`src/rtl/lsu_axil_master_if.sv`:
```
// AXI-Lite bus between the LSU initiator and the data-memory slave.
interface lsu_axil_master_if #(
  parameter int ADDR_W = 12,
  parameter int DATA_W = 32
) ();
  logic                  awvalid;
  logic                  awready;
  logic [ADDR_W-1:0]     awaddr;
  logic [2:0]            awprot;
  logic                  wvalid;
  logic                  wready;
  logic [DATA_W-1:0]     wdata;
  logic [DATA_W/8-1:0]   wstrb;
  logic                  bvalid;
  logic                  bready;
  logic                  bresp;
  logic                  arvalid;
  logic                  arready;
  logic [ADDR_W-1:0]     araddr;
  logic [2:0]            arprot;
  logic                  rvalid;
  logic                  rready;
  logic [DATA_W-1:0]     rdata;
  logic                  rresp;

  modport master (
    output awvalid, awaddr, awprot, wvalid, wdata, wstrb, bready,
           arvalid, araddr, arprot, rready,
    input  awready, wready, bvalid, bresp, arready, rvalid, rdata, rresp
  );

  modport slave (
    input  awvalid, awaddr, awprot, wvalid, wdata, wstrb, bready,
           arvalid, araddr, arprot, rready,
    output awready, wready, bvalid, bresp, arready, rvalid, rdata, rresp
  );
endinterface

```
`src/rtl/lsu_axil_master.sv`:
```
// AXI-Lite initiator for the LSU: one outstanding load or store at a time,
// completion reported to the core as a single-cycle rsp_valid pulse.
module lsu_axil_master #(
  parameter int          ADDR_W = 12,
  parameter int          DATA_W = 32,
  parameter logic [2:0]  PROT   = 3'b000
) (
  input  logic                clk,
  input  logic                reset,
  input  logic                req_valid,
  output logic                req_ready,
  input  logic                req_we,
  input  logic [ADDR_W-1:0]   req_addr,
  input  logic [DATA_W-1:0]   req_wdata,
  input  logic [DATA_W/8-1:0] req_wstrb,
  output logic                rsp_valid,
  output logic [DATA_W-1:0]   rsp_rdata,
  output logic                rsp_resp,
  lsu_axil_master_if.master   axi
);

  typedef enum logic [2:0] {IDLE, WRITE, WRESP, RADDR, RDATA} state_e;

  state_e state_q, state_d;
  logic   aw_done_q, aw_done_d;
  logic   w_done_q, w_done_d;
  logic   aw_hs, w_hs;
  logic   accept, rsp_fire;

  assign aw_hs      = axi.awvalid && axi.awready;
  assign w_hs       = axi.wvalid && axi.wready;
  assign axi.awprot = PROT;
  assign axi.arprot = PROT;

  always_comb begin
    // NOTE: every signal gets a default before the case so no path can infer a latch.
    state_d   = state_q;
    aw_done_d = aw_done_q;
    w_done_d  = w_done_q;
    accept    = 1'b0;
    rsp_fire  = 1'b0;
    case (state_q)
      IDLE: begin
        aw_done_d = 1'b0;
        w_done_d  = 1'b0;
        if (req_valid && req_ready) begin
          accept  = 1'b1;
          state_d = req_we ? WRITE : RADDR;
        end
      end
      WRITE: begin
        // The two channels complete independently, in either order.
        aw_done_d = aw_done_q || aw_hs;
        w_done_d  = w_done_q || w_hs;
        if (aw_done_d && w_done_d) state_d = WRESP;
      end
      WRESP: begin
        if (axi.bvalid) begin
          state_d  = IDLE;
          rsp_fire = 1'b1;
        end
      end
      RADDR: begin
        if (axi.arready) state_d = RDATA;
      end
      RDATA: begin
        if (axi.rvalid) begin
          state_d  = IDLE;
          rsp_fire = 1'b1;
        end
      end
      default: state_d = IDLE;
    endcase
  end

  // All bus controls are registered from the next state, so each valid/ready
  // is a clean flop output and drops the cycle after its own handshake.
  always_ff @(posedge clk) begin
    // NOTE: non-blocking assignments so every flop samples pre-edge values.
    if (!reset) begin
      state_q     <= IDLE;
      aw_done_q   <= 1'b0;
      w_done_q    <= 1'b0;
      req_ready   <= 1'b0;
      rsp_valid   <= 1'b0;
      rsp_resp    <= 1'b0;
      rsp_rdata   <= '0;
      axi.awvalid <= 1'b0;
      axi.wvalid  <= 1'b0;
      axi.bready  <= 1'b0;
      axi.arvalid <= 1'b0;
      axi.rready  <= 1'b0;
      axi.awaddr  <= '0;
      axi.araddr  <= '0;
      axi.wdata   <= '0;
      axi.wstrb   <= '0;
    end else begin
      state_q     <= state_d;
      aw_done_q   <= aw_done_d;
      w_done_q    <= w_done_d;
      req_ready   <= (state_d == IDLE);
      rsp_valid   <= rsp_fire;
      axi.awvalid <= (state_d == WRITE) && !aw_done_d;
      axi.wvalid  <= (state_d == WRITE) && !w_done_d;
      axi.bready  <= (state_d == WRESP);
      axi.arvalid <= (state_d == RADDR);
      axi.rready  <= (state_d == RDATA);

      if (accept) begin
        if (req_we) begin
          axi.awaddr <= req_addr;
          axi.wdata  <= req_wdata;
          axi.wstrb  <= req_wstrb;
        end else begin
          axi.araddr <= req_addr;
        end
      end

      if (state_q == WRESP && axi.bvalid) rsp_resp <= axi.bresp;
      if (state_q == RDATA && axi.rvalid) begin
        rsp_rdata <= axi.rdata;
        rsp_resp  <= axi.rresp;
      end
    end
  end

endmodule

```
`src/flat_wrapper.sv`:
```
// flat-port wrapper written by rule: the top's interface ports become plain ports
module lsu_axil_master_flat 
#(
  parameter int          ADDR_W = 12,
  parameter int          DATA_W = 32,
  parameter logic [2:0]  PROT   = 3'b000
)
  (clk, reset, req_valid, req_ready, req_we, req_addr, req_wdata, req_wstrb, rsp_valid, rsp_rdata, rsp_resp, axi_awvalid, axi_awaddr, axi_awprot, axi_wvalid, axi_wdata, axi_wstrb, axi_bready, axi_arvalid, axi_araddr, axi_arprot, axi_rready, axi_awready, axi_wready, axi_bvalid, axi_bresp, axi_arready, axi_rvalid, axi_rdata, axi_rresp);
  lsu_axil_master_if #(.ADDR_W(ADDR_W), .DATA_W(DATA_W)) axi_i ();
  input  logic clk;
  input  logic reset;
  input  logic req_valid;
  output logic req_ready;
  input  logic req_we;
  input  logic [ADDR_W-1:0] req_addr;
  input  logic [DATA_W-1:0] req_wdata;
  input  logic [DATA_W/8-1:0] req_wstrb;
  output logic rsp_valid;
  output logic [DATA_W-1:0] rsp_rdata;
  output logic rsp_resp;
  output wire logic [$bits(axi_i.awvalid)-1:0] axi_awvalid;
  output wire logic [$bits(axi_i.awaddr)-1:0] axi_awaddr;
  output wire logic [$bits(axi_i.awprot)-1:0] axi_awprot;
  output wire logic [$bits(axi_i.wvalid)-1:0] axi_wvalid;
  output wire logic [$bits(axi_i.wdata)-1:0] axi_wdata;
  output wire logic [$bits(axi_i.wstrb)-1:0] axi_wstrb;
  output wire logic [$bits(axi_i.bready)-1:0] axi_bready;
  output wire logic [$bits(axi_i.arvalid)-1:0] axi_arvalid;
  output wire logic [$bits(axi_i.araddr)-1:0] axi_araddr;
  output wire logic [$bits(axi_i.arprot)-1:0] axi_arprot;
  output wire logic [$bits(axi_i.rready)-1:0] axi_rready;
  input wire logic [$bits(axi_i.awready)-1:0] axi_awready;
  input wire logic [$bits(axi_i.wready)-1:0] axi_wready;
  input wire logic [$bits(axi_i.bvalid)-1:0] axi_bvalid;
  input wire logic [$bits(axi_i.bresp)-1:0] axi_bresp;
  input wire logic [$bits(axi_i.arready)-1:0] axi_arready;
  input wire logic [$bits(axi_i.rvalid)-1:0] axi_rvalid;
  input wire logic [$bits(axi_i.rdata)-1:0] axi_rdata;
  input wire logic [$bits(axi_i.rresp)-1:0] axi_rresp;
  assign axi_awvalid = axi_i.awvalid;
  assign axi_awaddr = axi_i.awaddr;
  assign axi_awprot = axi_i.awprot;
  assign axi_wvalid = axi_i.wvalid;
  assign axi_wdata = axi_i.wdata;
  assign axi_wstrb = axi_i.wstrb;
  assign axi_bready = axi_i.bready;
  assign axi_arvalid = axi_i.arvalid;
  assign axi_araddr = axi_i.araddr;
  assign axi_arprot = axi_i.arprot;
  assign axi_rready = axi_i.rready;
  assign axi_i.awready = axi_awready;
  assign axi_i.wready = axi_wready;
  assign axi_i.bvalid = axi_bvalid;
  assign axi_i.bresp = axi_bresp;
  assign axi_i.arready = axi_arready;
  assign axi_i.rvalid = axi_rvalid;
  assign axi_i.rdata = axi_rdata;
  assign axi_i.rresp = axi_rresp;
  lsu_axil_master #(.ADDR_W(ADDR_W), .DATA_W(DATA_W), .PROT(PROT)) u_core (.clk(clk), .reset(reset), .req_valid(req_valid), .req_ready(req_ready), .req_we(req_we), .req_addr(req_addr), .req_wdata(req_wdata), .req_wstrb(req_wstrb), .rsp_valid(rsp_valid), .rsp_rdata(rsp_rdata), .rsp_resp(rsp_resp), .axi(axi_i));
endmodule
```
`config.mk`:
```
export PLATFORM = sky130hd
export DESIGN_NAME = lsu_axil_master_flat
export DESIGN_NICKNAME = d
export VERILOG_FILES = /design/src/rtl/lsu_axil_master_if.sv /design/src/rtl/lsu_axil_master.sv /design/src/flat_wrapper.sv
export SDC_FILE = /design/constraint.sdc
export NUM_CORES = 1
export LEC_CHECK = 0
export ABC_CLOCK_PERIOD_IN_PS = 4300
export BUFFER_PORTS_ARGS = -buffer_cell sky130_fd_sc_hd__buf_2
export CAP_MARGIN = 30
export CORE_MARGIN = 3
export CORE_UTILIZATION = 43
export DETAILED_ROUTE_END_ITERATION = 8
export HOLD_SLACK_MARGIN = 0.08
export PLACE_DENSITY = 0.77
export SETUP_SLACK_MARGIN = 0.05
export SYNTH_ARGS = -nofsm -noshare
export SYNTH_HDL_FRONTEND = slang
export SYNTH_SLANG_ARGS = --single-unit
```
`constraint.sdc`:
```
create_clock -name clk -period 4.3 [get_ports clk]
set_clock_uncertainty 0.15 [all_clocks]
set_input_delay 0.43 -clock clk [delete_from_list [all_inputs] [get_ports clk]]
set_output_delay 0.43 -clock clk [all_outputs]
set_load 0.1 [all_outputs]
```
# == After elaboration in Yosys (flattened, before gate mapping) ==
# Index checks and enable logic that the tools add are counted.
# totals
regBits,105
inputBits,91
# op_classes
eq_ne,8
mux,16
n_bitwise,1
reduce_logical,17
# op_table
operator,n
3-bit two-way mux,5
3-bit case mux with 5 select lines,1
3-bit by 2-bit equality test with 1-bit output (second input constant),4
1-bit logical AND,8
3-bit by 1-bit equality test with 1-bit output (second input constant),2
3-bit equality test (second input constant),2
3-bit logical NOT,2
1-bit two-way mux,6
1-bit case mux with 2 select lines,3
2-bit AND reduction,2
1-bit logical NOT,2
1-bit logical OR,2
2-bit two-way mux,1
2-bit nonzero test,1
1-bit inverter,1

# == Depth between registers and ports, before layout ==
# logic_depth
ltp_word,7
mapped_depth,7
depth_no_buf,4

# == Least setup slack after synthesis ==
# Ideal clock, no wire load.
# synth_timing
path_kind,register to register
startpoint,register u_core.req_ready
endpoint,register u_core.axi.wdata[14]
setup_time_ns,0.132
arrival_time_ns,2.026
path_slack_ns,1.992
stages_incl_launch_ff,7
path_buffers,2
period_less_slack_ns,2.308
cell_sequence,dfxtp_1 > nand2_1 > or3_4 > buf_6 > buf_6 > nand2_1 > a21oi_1
# synth_between
elab_chain_cells,4
# synth_rtl
element,line,rtl
from (decl),lsu_axil_master.sv:11,"output logic req_ready,"
from (signal assigned),lsu_axil_master.sv:101,req_ready <= (state_d == IDLE);
1-bit logical AND,lsu_axil_master.sv:46,if (req_valid && req_ready) begin
1-bit two-way mux,lsu_axil_master.sv:46,
1-bit two-way mux,lsu_axil_master.sv:42,case (state_q)
2-bit AND reduction (no source line),--,
to (signal assigned),lsu_axil_master.sv:112,axi.wdata <= req_wdata;
to (decl),lsu_axil_master_if.sv:27,"output awvalid, awaddr, awprot, wvalid, wdata, wstrb, bready,"
# Every way passes these cells.
# A chain may end at the register's enable or synchronous reset.

# == Final worst setup path ==
# layout_timing
startpoint,register u_core.state_q[0]
endpoint,register u_core.axi.wvalid
# layout_between
elab_chain_cells,4
# layout_rtl
element,line,rtl
from (decl),lsu_axil_master.sv:24,"state_e state_q, state_d;"
from (signal assigned),lsu_axil_master.sv:98,state_q <= state_d;
3-bit equality test (tied with other cells),lsu_axil_master.sv:42,
3-bit case mux with 5 select lines or 1-bit case mux with 2 select lines (tied branches),lsu_axil_master.sv:42,
3-bit by 1-bit equality test with 1-bit output or 1-bit logical NOT (tied branches),lsu_axil_master.sv:104,axi.wvalid <= (state_d == WRITE) && !w_done_d;
1-bit logical AND (*),lsu_axil_master.sv:104,
to (signal assigned),lsu_axil_master.sv:104,
to (decl),lsu_axil_master_if.sv:27,
# Every way passes the cells marked *; elsewhere a longest branch is shown, timed or not.

==> insert_results.sql <==
INSERT INTO impl_metrics (metric_group, metric, value, unit) VALUES
('floorplanning', 'top_level_ports', '197', ''),
('synth', 'synth_area_per_cell', '8.04', 'um^2'),
('global_routing', 'total_congestion_overflow', '0', ''),
('floorplanning', 'die-width', '99.6', 'um'),
('setup_path', 'worstSetupEndpointType', 'flip-flop', ''),
('cts', 'clkSinkCount', '105', ''),
('synth', 'post_synth_instance_area', '3760', 'um^2'),
('placement', 'place.gp.congestion', '0.864', ''),
('cts', 'clk-insertion-delay-late', '350', 'ps'),
('cts', 'postCtsHoldBufs', '0', ''),
('floorplanning', 'initial_standard_cell_utilization_of_the_core', '0.451', ''),
('synth', 'yosys.area.top_type_share', '0.558', ''),
('cts', 'cts-buffers-inserted', '9', ''),
('floorplanning', 'design.die.area', '9910', 'um^2'),
('setup_path', 'critPathLaunchType', 'flip-flop', ''),
('synth', 'synth_instances', '468', ''),
('setup_path', 'critical_path_at', '2310', 'ps'),
('sta', 'layout_min_cycle_time', '2210', 'ps'),
('setup_path', 'timing.critical_path.slowest_cell_delay', '660', 'ps'),
('global_routing', 'grt_antenna_before_repair', '0', ''),
('synth', 'seq_area_frac_synth', '0.558', ''),
('pwr', 'total_power_draw', '2030', 'uW'),
('drt', 'detail_route.wirelength', '9940', 'um'),
('outcome', 'status', 'finished clean', ''),
('finish', 'layout_overhead_on_the_synthesized_area', '31.0', '%'),
('setup_path', 'worst_r2r_path_depth', '4', ''),
('setup_path', 'path_buf_inv', '0', ''),
('min_path', 'min_delay_path_depth', '3', ''),
('run', 'max_cap_violations', '0', ''),
('sta', 'max_freq', '0.452', 'GHz'),
('setup_path', 'worstPathCellList', 'or3_4 -> nor3_2 -> nor3_1 -> and3_1', ''),
('setup_path', 'timing.critical_path.max_delay_family', 'simple AND/OR/NAND/NOR gates', ''),
('sta', 'timing_worst_slew_pin_value', '903', 'ps'),
('global_routing', 'vias_in_the_first_global_route', '3456', ''),
('placement', 'io_buffers', '190', ''),
('sta', 'slew_violations', '0', ''),
('cts', 'cts-root-to-sink-buffers', '2', ''),
('sta', 'rsz_0062_raised_after_global_routing', 'false', ''),
('pwr', 'vdd.ir_drop.worst', '0.000214', 'V'),
('drt', 'dr_vias', '3653', ''),
('floorplanning', 'fp.coreArea', '8340', 'um^2'),
('min_path', 'worst_hold_path_type', 'input port to flip-flop', ''),
('placement', 'half_perimeter_wire_length_of_the_detailed_placement_result', '7360', 'um'),
('global_routing', 'grt_first_pass_wirelength', '16000', 'um'),
('drt', 'wl_per_cell', '13.2', 'um'),
('sta', 'worst_slew_margin_rel', '0.397', ''),
('global_routing', 'groute.usage.overall', '0.195', ''),
('finish', 'drive_gt1_frac', '0.334', ''),
('drt', 'drtAntennaViolNets', '0', ''),
('drt', 'viasPerCell', '4.86', ''),
('drt', 'first_pass_iters', '5', ''),
('setup_path', 'required', '4400', 'ps'),
('synth', 'synth_cell_type_count', '32', ''),
('sta', 'period_share', '0.514', ''),
('sta', 'setup_viol', '0', ''),
('setup_path', 'critPathKind', 'flip-flop to flip-flop', ''),
('cts', 'cts_tree', 'built', ''),
('cts', 'cts.reportedPaths.clkPinSlew', '100', 'ps'),
('pwr', 'power.density', '411', 'nW/um^2'),
('sta', 'hold_viol', '0', ''),
('global_routing', 'grt_max_degree', '56', ''),
('floorplanning', 'row_count', '33', ''),
('setup_path', 'critical_path.max_fanout', '14', ''),
('synth', 'synth_register_bits', '105', ''),
('finish', 'antenna_diode_count', '0', ''),
('setup_path', 'critical_path_depth', '4', ''),
('cts', 'h-tree-depth', '3', ''),
('finish', 'layout.core_utilization', '0.591', ''),
('synth', 'post-synth-top-area-cell', 'sky130_fd_sc_hd__dfxtp_1', ''),
('drt', 'detailedRoute.firstIterationViolations', '91', ''),
('cts', 'post_cts_buffers', '0', ''),
('synth', 'synth.top_cells.by_area', 'sky130_fd_sc_hd__dfxtp_1, sky130_fd_sc_hd__nand2_1, sky130_fd_sc_hd__a21oi_1', ''),
('cts', 'cts-root-buf', 'sky130_fd_sc_hd__clkbuf_8', ''),
('sta', 'totalNegativeSetupSlack', '0', 'ps'),
('floorplanning', 'dieHeight', '99.6', 'um'),
('setup_path', 'cp_slowest_cell', 'sky130_fd_sc_hd__nor3_2', ''),
('pwr', 'leakage_power_summed_over_all_cells', '0.00223', 'uW'),
('drt', 'detail_route.drc_violations', '0', ''),
('finish', 'nNetsFinal', '732', ''),
('synth', 'yosys_warning_total', '0', ''),
('cts', 'cts_resized', '0', '');
==> routing by layer <==
layer / global-route usage / share of wire / up-vias
met5: 0 / 0 / -
met1: 0.224 / 0.41 / 1634
met4: 0.0578 / 0.015 / 0
met2: 0.337 / 0.47 / 149
li1: - / - / 1854
met3: 0.0757 / 0.10 / 16
==> final cells by class <==
class                           count  area, um^2
Fill cell                         796        3410
Sequential cell                   105        2100
Multi-Input combinational cell    328        1480
Timing Repair Buffer              194        1010
Clock buffer                       10         138
Tap cell                          105         131
Clock inverter                      6        65.1
Inverter                            3        11.3
==> worst register-to-register path, stage by stage (launching register included) <==
cell	delay [ps]
sky130_fd_sc_hd__dfxtp_1	390
sky130_fd_sc_hd__or3_4	440
sky130_fd_sc_hd__nor3_2	660
sky130_fd_sc_hd__nor3_1	260
sky130_fd_sc_hd__and3_1	210
==> kinds of logic (layout without fill, tap and decap cells) <==
group,count (synthesis),after routing,synth area share
AOI/OAI and AO/OA,104,104,0.143
buffers and inverters,40,213,0.0565
DFF,105,105,0.558
muxes,1,1,0.00299
other,1,6,0.000996
and+or+nand+nor,217,217,0.238
==> cell usage after synthesis, drive strengths merged <==
cell,instances
nor3,3
nor4bb,1
o21ai,2
nor2b,1
nand2,187
nand3,1
and2,1
o2111ai,2
buf,19
a31oi,2
and3,5
conb,1
o31ai,1
clkbuf,18
or3,3
mux2,1
a311oi,1
nand3b,2
inv,3
nor3b,1
and3b,1
nor4,1
o211ai,1
and4b,1
dfxtp,105
nor2,9
a21oi,95
==> per-stage QoR <==
stage | cell area (um^2) | std cells | hold slack (ps) | setup WS, ps
final | 4930 | 751 | 150 | 2090
after global routing | 4930 | 751 | 129 | 1810
after CTS | 4930 | 751 | 126 | 2040
after detailed placement | 4730 | 735 | 293 | 2060
after global placement | 4690 | 733 | 289 | 2070
after floorplan | 3780 | 473 | 345 | 1990
==> power by group <==
group / internal [uW] / leakage [uW] / total (uW) / switching [uW]
combinational: 77.2 / 0.00128 / 393 / 316
sequential: 1000 / 0.000849 / 1020 / 17.6
clock: 287 / 0.000103 / 614 / 327
total: 1370 / 0.00223 / 2030 / 660
==> state kept, by name, indices dropped and copies added, names as in the netlist <==
name / flops
u_core.axi.wstrb: 4
u_core.req_ready: 1
u_core.axi.rready: 1
u_core.axi.wdata: 32
u_core.axi.araddr: 12
u_core.axi.wvalid: 1
u_core.state_q: 3
u_core.axi.awvalid: 1
u_core.axi.bready: 1
u_core.rsp_resp: 1
u_core.w_done_q: 1
u_core.rsp_rdata: 32
u_core.axi.arvalid: 1
u_core.rsp_valid: 1
u_core.axi.awaddr: 12
u_core.aw_done_q: 1
==> final timing paths <==
path / from / slack (ps) / endpoint
worst max-delay path: u_core.state_q[0]$_SDFF_PN0_ / 2090 / u_core.axi.wvalid$_SDFF_PN0_
worst max register to register: u_core.state_q[0]$_SDFF_PN0_ / 2090 / u_core.axi.wvalid$_SDFF_PN0_
worst min register to register: u_core.axi.wdata[25]$_SDFFE_PN0P_ / 300 / u_core.axi.wdata[25]$_SDFFE_PN0P_
worst min-delay path: axi_rdata[5] / 150 / u_core.rsp_rdata[5]$_SDFFE_PN0P_
==> cell usage in the layout (no fill, tap or decap) <==
master / n
sky130_fd_sc_hd__a31oi_1: 2
sky130_fd_sc_hd__nand3b_1: 2
sky130_fd_sc_hd__o2111ai_1: 2
sky130_fd_sc_hd__a21oi_1: 95
sky130_fd_sc_hd__or3_1: 1
sky130_fd_sc_hd__and3b_1: 1
sky130_fd_sc_hd__nor3_2: 1
sky130_fd_sc_hd__clkinvlp_4: 1
sky130_fd_sc_hd__mux2_2: 1
sky130_fd_sc_hd__and3_1: 5
sky130_fd_sc_hd__conb_1: 6
sky130_fd_sc_hd__and4b_1: 1
sky130_fd_sc_hd__buf_4: 2
sky130_fd_sc_hd__o211ai_1: 1
sky130_fd_sc_hd__nor3_4: 1
sky130_fd_sc_hd__or3_4: 2
sky130_fd_sc_hd__buf_16: 1
sky130_fd_sc_hd__nor4bb_1: 1
sky130_fd_sc_hd__clkinv_2: 2
sky130_fd_sc_hd__inv_6: 2
sky130_fd_sc_hd__dfxtp_1: 105
sky130_fd_sc_hd__buf_8: 1
sky130_fd_sc_hd__nand3_1: 1
sky130_fd_sc_hd__bufinv_16: 1
sky130_fd_sc_hd__buf_2: 190
sky130_fd_sc_hd__nor3_1: 1
sky130_fd_sc_hd__nor4_1: 1
sky130_fd_sc_hd__o31ai_1: 1
sky130_fd_sc_hd__a311oi_1: 1
sky130_fd_sc_hd__nor3b_1: 1
sky130_fd_sc_hd__clkbuf_8: 10
sky130_fd_sc_hd__inv_1: 2
sky130_fd_sc_hd__nand2_1: 187
sky130_fd_sc_hd__o21ai_0: 2
sky130_fd_sc_hd__nor2_1: 9
sky130_fd_sc_hd__and2_1: 1
sky130_fd_sc_hd__nor2b_1: 1
sky130_fd_sc_hd__inv_2: 1
No activity file was read; power rests on OpenSTA's default activity.
